==> src/rtl/lockstep_commit_sched.sv <==
// Lockstep scheduler for two cpu_ooo copies: per-copy clock enables, stall of the early copy on
// commit deviation, public-info comparison of paired commits, and drain to a snapshotted ROB tail.
module lockstep_commit_sched #(
    parameter int ROB_SIZE_LOG  = 3,
    parameter int MEMD_SIZE_LOG = 2,
    parameter int TIMEOUT       = 16
) (
    input  logic                     clk,
    input  logic                     rst,
    input  logic                     c1_valid,
    input  logic                     c2_valid,
    input  logic                     c1_mem_valid,
    input  logic                     c2_mem_valid,
    input  logic                     c1_mem_rdwt,
    input  logic                     c2_mem_rdwt,
    input  logic [MEMD_SIZE_LOG-1:0] c1_mem_addr,
    input  logic [MEMD_SIZE_LOG-1:0] c2_mem_addr,
    input  logic                     c1_is_br,
    input  logic                     c2_is_br,
    input  logic                     c1_taken,
    input  logic                     c2_taken,
    input  logic                     c1_squash,
    input  logic                     c2_squash,
    input  logic [ROB_SIZE_LOG-1:0]  c1_rob_head,
    input  logic [ROB_SIZE_LOG-1:0]  c2_rob_head,
    input  logic [ROB_SIZE_LOG-1:0]  c1_rob_tail,
    input  logic [ROB_SIZE_LOG-1:0]  c2_rob_tail,
    output logic                     en_1,
    output logic                     en_2,
    output logic                     commit_deviation,
    output logic                     invalid_program,
    output logic                     finish_1,
    output logic                     finish_2,
    output logic                     done,
    output logic                     timeout
);

    typedef struct packed {
        logic                     mv;
        logic                     rd;
        logic [MEMD_SIZE_LOG-1:0] addr;
        logic                     br;
        logic                     tk;
    } commit_t;

    typedef enum logic [1:0] {S_LOCK, S_WAIT2, S_WAIT1, S_DONE} state_t;

    localparam logic [ROB_SIZE_LOG-1:0] ROB_ONE = 1;
    localparam logic [7:0]              TO_LIM  = 8'(TIMEOUT);

    state_t                  r_state, w_state_nxt;
    commit_t                 r_rec, w_rec_nxt, w_cm1, w_cm2;
    logic [7:0]              r_timer, w_timer_nxt, w_timer_inc;
    logic [ROB_SIZE_LOG-1:0] r_snap1, r_snap2, w_snap1, w_snap2;
    logic                    r_dev, r_inv, r_fin1, r_fin2, r_done, r_to;
    logic                    w_dev_nxt, w_inv_nxt, w_fin1_nxt, w_fin2_nxt, w_to_nxt, w_done_nxt;
    logic                    w_s1, w_s2;

    function automatic logic f_mismatch(input commit_t a, input commit_t b);
        return (a.mv & a.rd & b.mv & b.rd & (a.addr != b.addr)) |
               (a.br & b.br & (a.tk != b.tk));
    endfunction

    function automatic logic [7:0] f_sat_inc(input logic [7:0] t);
        return (t == 8'hFF) ? t : t + 8'd1;
    endfunction

    assign en_1 = (r_state == S_LOCK) || (r_state == S_WAIT1);
    assign en_2 = (r_state == S_LOCK) || (r_state == S_WAIT2);
    assign w_s1 = en_1 & c1_valid;
    assign w_s2 = en_2 & c2_valid;
    assign w_cm1 = {c1_mem_valid, c1_mem_rdwt, c1_mem_addr, c1_is_br, c1_taken};
    assign w_cm2 = {c2_mem_valid, c2_mem_rdwt, c2_mem_addr, c2_is_br, c2_taken};
    assign w_timer_inc = f_sat_inc(r_timer);

    always_comb begin
        w_state_nxt = r_state;
        w_timer_nxt = r_timer;
        w_rec_nxt   = r_rec;
        w_inv_nxt   = r_inv;
        w_dev_nxt   = r_dev;
        w_to_nxt    = r_to;
        case (r_state)
            S_LOCK: begin
                if (w_s1 && w_s2) begin
                    w_inv_nxt = r_inv | f_mismatch(w_cm1, w_cm2);
                end else if (w_s1) begin
                    w_rec_nxt   = w_cm1;
                    w_state_nxt = S_WAIT2;
                    w_dev_nxt   = 1'b1;
                end else if (w_s2) begin
                    w_rec_nxt   = w_cm2;
                    w_state_nxt = S_WAIT1;
                    w_dev_nxt   = 1'b1;
                end
            end
            S_WAIT2: begin
                // The awaited commit beats a coincident timeout.
                if (w_s2) begin
                    w_inv_nxt   = r_inv | f_mismatch(r_rec, w_cm2);
                    w_state_nxt = S_LOCK;
                    w_timer_nxt = 8'd0;
                end else begin
                    w_timer_nxt = w_timer_inc;
                    if (w_timer_inc == TO_LIM) begin
                        w_to_nxt    = 1'b1;
                        w_state_nxt = S_DONE;
                    end
                end
            end
            S_WAIT1: begin
                if (w_s1) begin
                    w_inv_nxt   = r_inv | f_mismatch(r_rec, w_cm1);
                    w_state_nxt = S_LOCK;
                    w_timer_nxt = 8'd0;
                end else begin
                    w_timer_nxt = w_timer_inc;
                    if (w_timer_inc == TO_LIM) begin
                        w_to_nxt    = 1'b1;
                        w_state_nxt = S_DONE;
                    end
                end
            end
            default: ;
        endcase

        // On the deviating cycle itself the live tails act as the snapshot.
        w_snap1    = r_dev ? r_snap1 : c1_rob_tail;
        w_snap2    = r_dev ? r_snap2 : c2_rob_tail;
        w_fin1_nxt = r_fin1 | (w_dev_nxt & w_s1 & (c1_squash | (c1_rob_head == w_snap1 - ROB_ONE)));
        w_fin2_nxt = r_fin2 | (w_dev_nxt & w_s2 & (c2_squash | (c2_rob_head == w_snap2 - ROB_ONE)));
        w_done_nxt = r_done | (w_fin1_nxt & w_fin2_nxt) | w_to_nxt;
        if (w_done_nxt) begin
            w_state_nxt = S_DONE;
        end
    end

    always_ff @(posedge clk or negedge rst) begin
        if (!rst) begin
            r_state <= S_LOCK;
        end else begin
            r_state <= w_state_nxt;
        end
    end

    always_ff @(posedge clk or negedge rst) begin
        if (!rst) begin
            r_timer <= '0;
            r_rec   <= '0;
            r_snap1 <= '0;
            r_snap2 <= '0;
            r_dev   <= 1'b0;
            r_inv   <= 1'b0;
            r_fin1  <= 1'b0;
            r_fin2  <= 1'b0;
            r_done  <= 1'b0;
            r_to    <= 1'b0;
        end else begin
            r_timer <= w_timer_nxt;
            r_rec   <= w_rec_nxt;
            if (!r_dev && w_dev_nxt) begin
                r_snap1 <= c1_rob_tail;
                r_snap2 <= c2_rob_tail;
            end
            r_dev   <= w_dev_nxt;
            r_inv   <= w_inv_nxt;
            r_fin1  <= w_fin1_nxt;
            r_fin2  <= w_fin2_nxt;
            r_done  <= w_done_nxt;
            r_to    <= w_to_nxt;
        end
    end

    assign commit_deviation = r_dev;
    assign invalid_program  = r_inv;
    assign finish_1         = r_fin1;
    assign finish_2         = r_fin2;
    assign done             = r_done;
    assign timeout          = r_to;

endmodule

==> config.mk <==
export PLATFORM = sky130hd
export DESIGN_NAME = lockstep_commit_sched
export DESIGN_NICKNAME = d
export VERILOG_FILES = /design/src/rtl/lockstep_commit_sched.sv
export SDC_FILE = /design/constraint.sdc
export NUM_CORES = 1
export LEC_CHECK = 0
export CAP_MARGIN = 40
export CORE_MARGIN = 10
export CORE_UTILIZATION = 56
export CTS_CLUSTER_DIAMETER = 120
export DETAILED_ROUTE_END_ITERATION = 12
export PLACE_DENSITY = 0.86
export SYNTH_ARGS = -nofsm -noshare
export SYNTH_HDL_FRONTEND = slang
export SYNTH_SLANG_ARGS = --single-unit
==> constraint.sdc <==
create_clock -name clk -period 5.83 [get_ports clk]
set_clock_uncertainty 0.1 [all_clocks]
set_input_delay 1.4575 -clock clk [delete_from_list [all_inputs] [get_ports clk]]
set_output_delay 1.4575 -clock clk [all_outputs]
set_load 0.05 [all_outputs]
# == Word level (Yosys, flattened, before mapping) ==
# Cells that the tools add are included.
# word_totals
inputBits,30
regBits,28
wordCells,113
output_inout_bits,8
# classes
n_reduce_logical,13
n_eq_ne,17
muxes,28
bitwise_logic,37
n_addsub,3
# ops
operator,count
1-bit AND,24
8-bit 2-to-1 mux,3
8-bit one-hot mux with 2 select lines,1
2-bit 2-to-1 mux,7
6-bit 2-to-1 mux,2
1-bit bitwise OR,12
1-bit 2-to-1 mux,10
8-bit by 1-bit adder with 8-bit output (second input constant),1
8-bit by 5-bit == test with 1-bit output (second input constant),1
8-bit == test (second input constant),1
3-bit == test,2
3-bit 2-to-1 mux,2
2-bit != test,3
2-bit one-hot mux with 3 select lines,1
3-bit AND reduction,2
3-bit by 1-bit subtractor with 3-bit output (second input constant),2
2-bit != test (second input constant),2
4-bit != test (second input constant),1
4-bit AND reduction,1
2-bit nonzero test,2
4-bit nonzero test,1
1-bit != test,3
3-bit != test (second input constant),1
1-bit one-hot mux with 3 select lines,1
10 further kinds,12

# == Longest topological paths before layout ==
# depth
ltp_word,15
mapped_depth,13
ltp_nobuf,12

# == Worst setup path before layout ==
# Ideal clock, no wire load.
# synth_timing
path_kind,input to register
from,input port c1_valid
to,register r_snap1[0]
arrival_ns,2.922
required_time_ns,5.605
path_slack_ns,2.683
stages,7
path_cell_list,o21ai_2 inv_1 ha_1 and2b_1 o21ai_2 nor2_1 mux2_2
# synth_via
elab_chain_cells,5
# synth_rtl
element,line,text
start: declaration,10,"input logic c1_valid,"
1-bit AND (*),70,assign w_s1 = en_1 & c1_valid;
1-bit 2-to-1 mux or 1-bit logical AND (tied branches),"87, 85",
1-bit 2-to-1 mux (*),85,if (w_s1 && w_s2) begin
1-bit 2-to-1 mux (*),83,case (r_state)
1-bit logical AND (*),161,if (!r_dev && w_dev_nxt) begin
end signal: assignment,162,r_snap1 <= c1_rob_tail;
end: declaration,54,"logic [ROB_SIZE_LOG-1:0] r_snap1, r_snap2, w_snap1, w_snap2;"
# Every way passes the cells marked *; elsewhere a longest branch is shown, timed or not.
# A chain may end at the register's enable or synchronous reset.

# == Worst setup path after layout ==
# layout_timing
from,register r_state[0]
to,output port en_2
# layout_via
elab_chain_cells,2
# layout_rtl
element,line,text
start: declaration,51,"state_t r_state, w_state_nxt;"
start signal: assignment,142,r_state <= w_state_nxt;
2-bit by 1-bit == test with 1-bit output or 2-bit zero test (tied branches),69,assign en_2 = (r_state == S_LOCK) || (r_state == S_WAIT2);
1-bit logical OR (*),69,
end: declaration,29,"output logic en_2,"
# Marked as above.

==> metrics.md <==
| Metric | Value |
|---|---|
| Outcome | `finished clean` |
| Post-synth EDFFs | `0` |
| CP Data Arrival Time | `2260 ps` |
| Post-synthesis register bit count | `28` |
| Headroom to the max-slew limit | `53.0%` |
| Ports | `38` |
| GR Util All Layers | `14.4%` |
| Commonest non-fill, non-tap cell in the layout | `clkdlybuf4s50_1` |
| Antenna violations before repair | `0` |
| Worst path slowest cell | `clkdlybuf4s50_1` |
| Mean Syn Cell Area | `9.34 µm²` |
| Yosys Warn Count | `0` |
| Class of the worst hold path | `reg -> reg` |
| Max-cap violations | `0` |
| CTS Sinks | `28` |
| Cell area after synthesis | `2000 µm²` |
| Slew @ Worst Pin | `705 ps` |
| Post-synth top area cell | `dfrtp_1` |
| Placer Congestion | `0.898` |
| Ranking of synthesized cells by area | `dfrtp_1, mux2i_1, a21oi_1, xnor2_1, ha_1` |
| Htree depth | `1` |
| Max clock buf depth | `2` |
| Library cells used by synthesis | `47` |
| Post-CTS Setup Inserts | `0` |
| Antenna cells | `0` |
| Die Y | `79.8 µm` |
| CP startpoint kind | `register` |
| Fill cells | `242` |
| Num rows | `21` |
| CP max FO | `9` |
| Wire per inst | `15.3 µm` |
| Top-area cell type share of the netlist area | `35.0%` |
| Iter 0 DRT Violations | `154` |
| Full die area | `6360 µm²` |
| Largest net degree at the start of global routing | `29` |
| Clk_lat worst skew | `330 ps` |
| Starting density of the core | `59.0%` |
| Async SR Flop Fraction | `100%` |
| Mapped Nets | `252` |
| Routed vias | `1694` |
| Final setup violation count | `0` |
| Layout Utilization | `71.1%` |
| Critical Path RT | `4270 ps` |
| DPL Wire Length | `3.37 mm` |
| CP max stage delay | `710 ps` |
| Post-Route WL | `4.46 mm` |
| CTS resizes | `0` |
| Placed Instance Area | `2370 µm²` |
| Hold buffers post-CTS | `0` |
| I/O Buffers | `37` |
| Post-route cell area | `2410 µm²` |
| DRT Pass-1 Iters | `4` |
| WS Path Type | `reg -> out` |
| First-pass GRT wire length | `7.57 mm` |
| RSZ-0062 raised after global routing | `no` |
| Syn Inst Count | `214` |
| DRC | `0` |
| Clk pin slew, worst setup/hold paths | `150 ps` |
| Final Hold Fails | `0` |
| Seq/Total Area, Yosys | `35.0%` |
| Setup crit end kind | `output pin` |
| CTS tree | `yes` |
| FMAX | `262 MHz` |
| Power Density | `281 nW/µm²` |
| Synthesis-to-finish area growth | `20.5%` |
| Share of cells above drive strength 1 | `9.80%` |
| Nets@finish | `284` |
| Die width | `79.8 µm` |
| Peak supply drop | `0.183 mV` |
| Top_reg_cell synth | `dfrtp_1` |
| TNS Setup | `0 ps` |
| Max-slew violation count | `0` |
| Final min period | `3820 ps` |
| Clk root buf | `clkbuf_4` |
| Core area | `3390 µm²` |
| Most frequent cells in the layout | `clkdlybuf4s50_1, dfrtp_1, a21oi_1` |
| Vias in the first global route | `1610` |
| Crit share post-route | `65.5%` |
| Cts bufs inserted | `3` |
| Final ANT Viol Nets | `0` |
| Leak pwr | `0.00108 µW` |
| Vias/cell | `5.82` |
| Cell Chain, Critical Path | `inv_1, ha_1, or2_2, clkdlybuf4s50_1` |
| Gr ovfl total | `0` |
==> cell usage after synthesis, drive strengths merged (2+ instances only) <==
cell / instances
or2: 2
nand4: 5
nand3: 8
mux2: 6
a21o: 3
inv: 10
a21oi: 21
o211ai: 3
and4: 2
nor2: 11
ha: 8
mux2i: 14
xor2: 5
nor2b: 2
o21a: 2
o21ai: 16
clkbuf: 5
o21bai: 2
and3: 4
xnor2: 12
a41oi: 2
a211oi: 2
a31oi: 5
dfrtp: 28
buf: 6
a311oi: 2
nand2: 14
and2: 3
==> power breakdown <==
group | internal, µW | switching [µW] | total, µW | leakage, µW
logic | 113 | 136 | 249 | 0.000729
registers | 252 | 82.1 | 334 | 0.000329
clock network | 38.3 | 56.2 | 94.4 | 0.0000210
==> flip-flops by register name, indices dropped and copies added (netlist names) <==
signal / cells
done: 1
r_snap1: 3
r_timer: 8
timeout: 1
r_rec: 6
commit_deviation: 1
invalid_program: 1
finish_1: 1
r_snap2: 3
r_state: 2
finish_2: 1
==> cells by family after synthesis <==
family,count (synthesis),synth area share (%)
flops,28,35.0
fa+ha+maj,8,5.01
buf+inv,21,4.94
mux,20,11.2
compound gates,64,21.8
xor+xnor,17,7.45
simple gates,56,14.5
==> worst max-delay path: cells and delay by family, from the launching register on <==
family | cells | cell delay, ps
DFF | 1 | 460
and+or+nand+nor | 1 | 350
buffers and inverters | 2 | 810
adders and majority gates | 1 | 310
==> per-layer routing <==
metal,GRT usage [%],vias up,wire [µm]
li1,-,839,-
met1,19.0,800,2110
met2,23.1,46,2050
met3,2.93,9,230
met4,4.23,0,68
met5,0,-,0
==> cell type report <==
class                   count  area (µm²)  area share, %
inverters                  10        37.5           1.56
multi-input cells         165        1200           49.8
flip-flops and latches     28         701           29.1
repair buffers             38         378           15.7
clock buffers               4        36.3           1.51
well taps                  46        57.6           2.39
==> metrics by stage <==
| stage | cells | power (µW) | worst slack, ps | hold WS [ps] |
|---|---|---|---|---|
| 4_1_cts | 291 | 682 | 2020 | 382 |
| 6_report | 291 | 677 | 2010 | 378 |
| 3_5_place_dp | 287 | 586 | 1900 | 348 |
| 2_1_floorplan | 214 | 510 | 2680 | 380 |
| 3_3_place_gp | 287 | 579 | 1980 | 346 |
| 5_1_grt | 291 | 729 | 1910 | 397 |
==> final timing paths <==
check,slack [ps],cells after the start,startpoint,end
min in group asynchronous,1370,2,rst,invalid_program
max in group asynchronous,3970,2,rst,r_timer[0]
min reg2reg,380,1,invalid_program,invalid_program
min,380,1,invalid_program,invalid_program
max reg2reg,2790,9,r_state[0],r_snap2[2]
max,2010,4,r_state[0],en_2
Power figures use the tool's default switching activity.
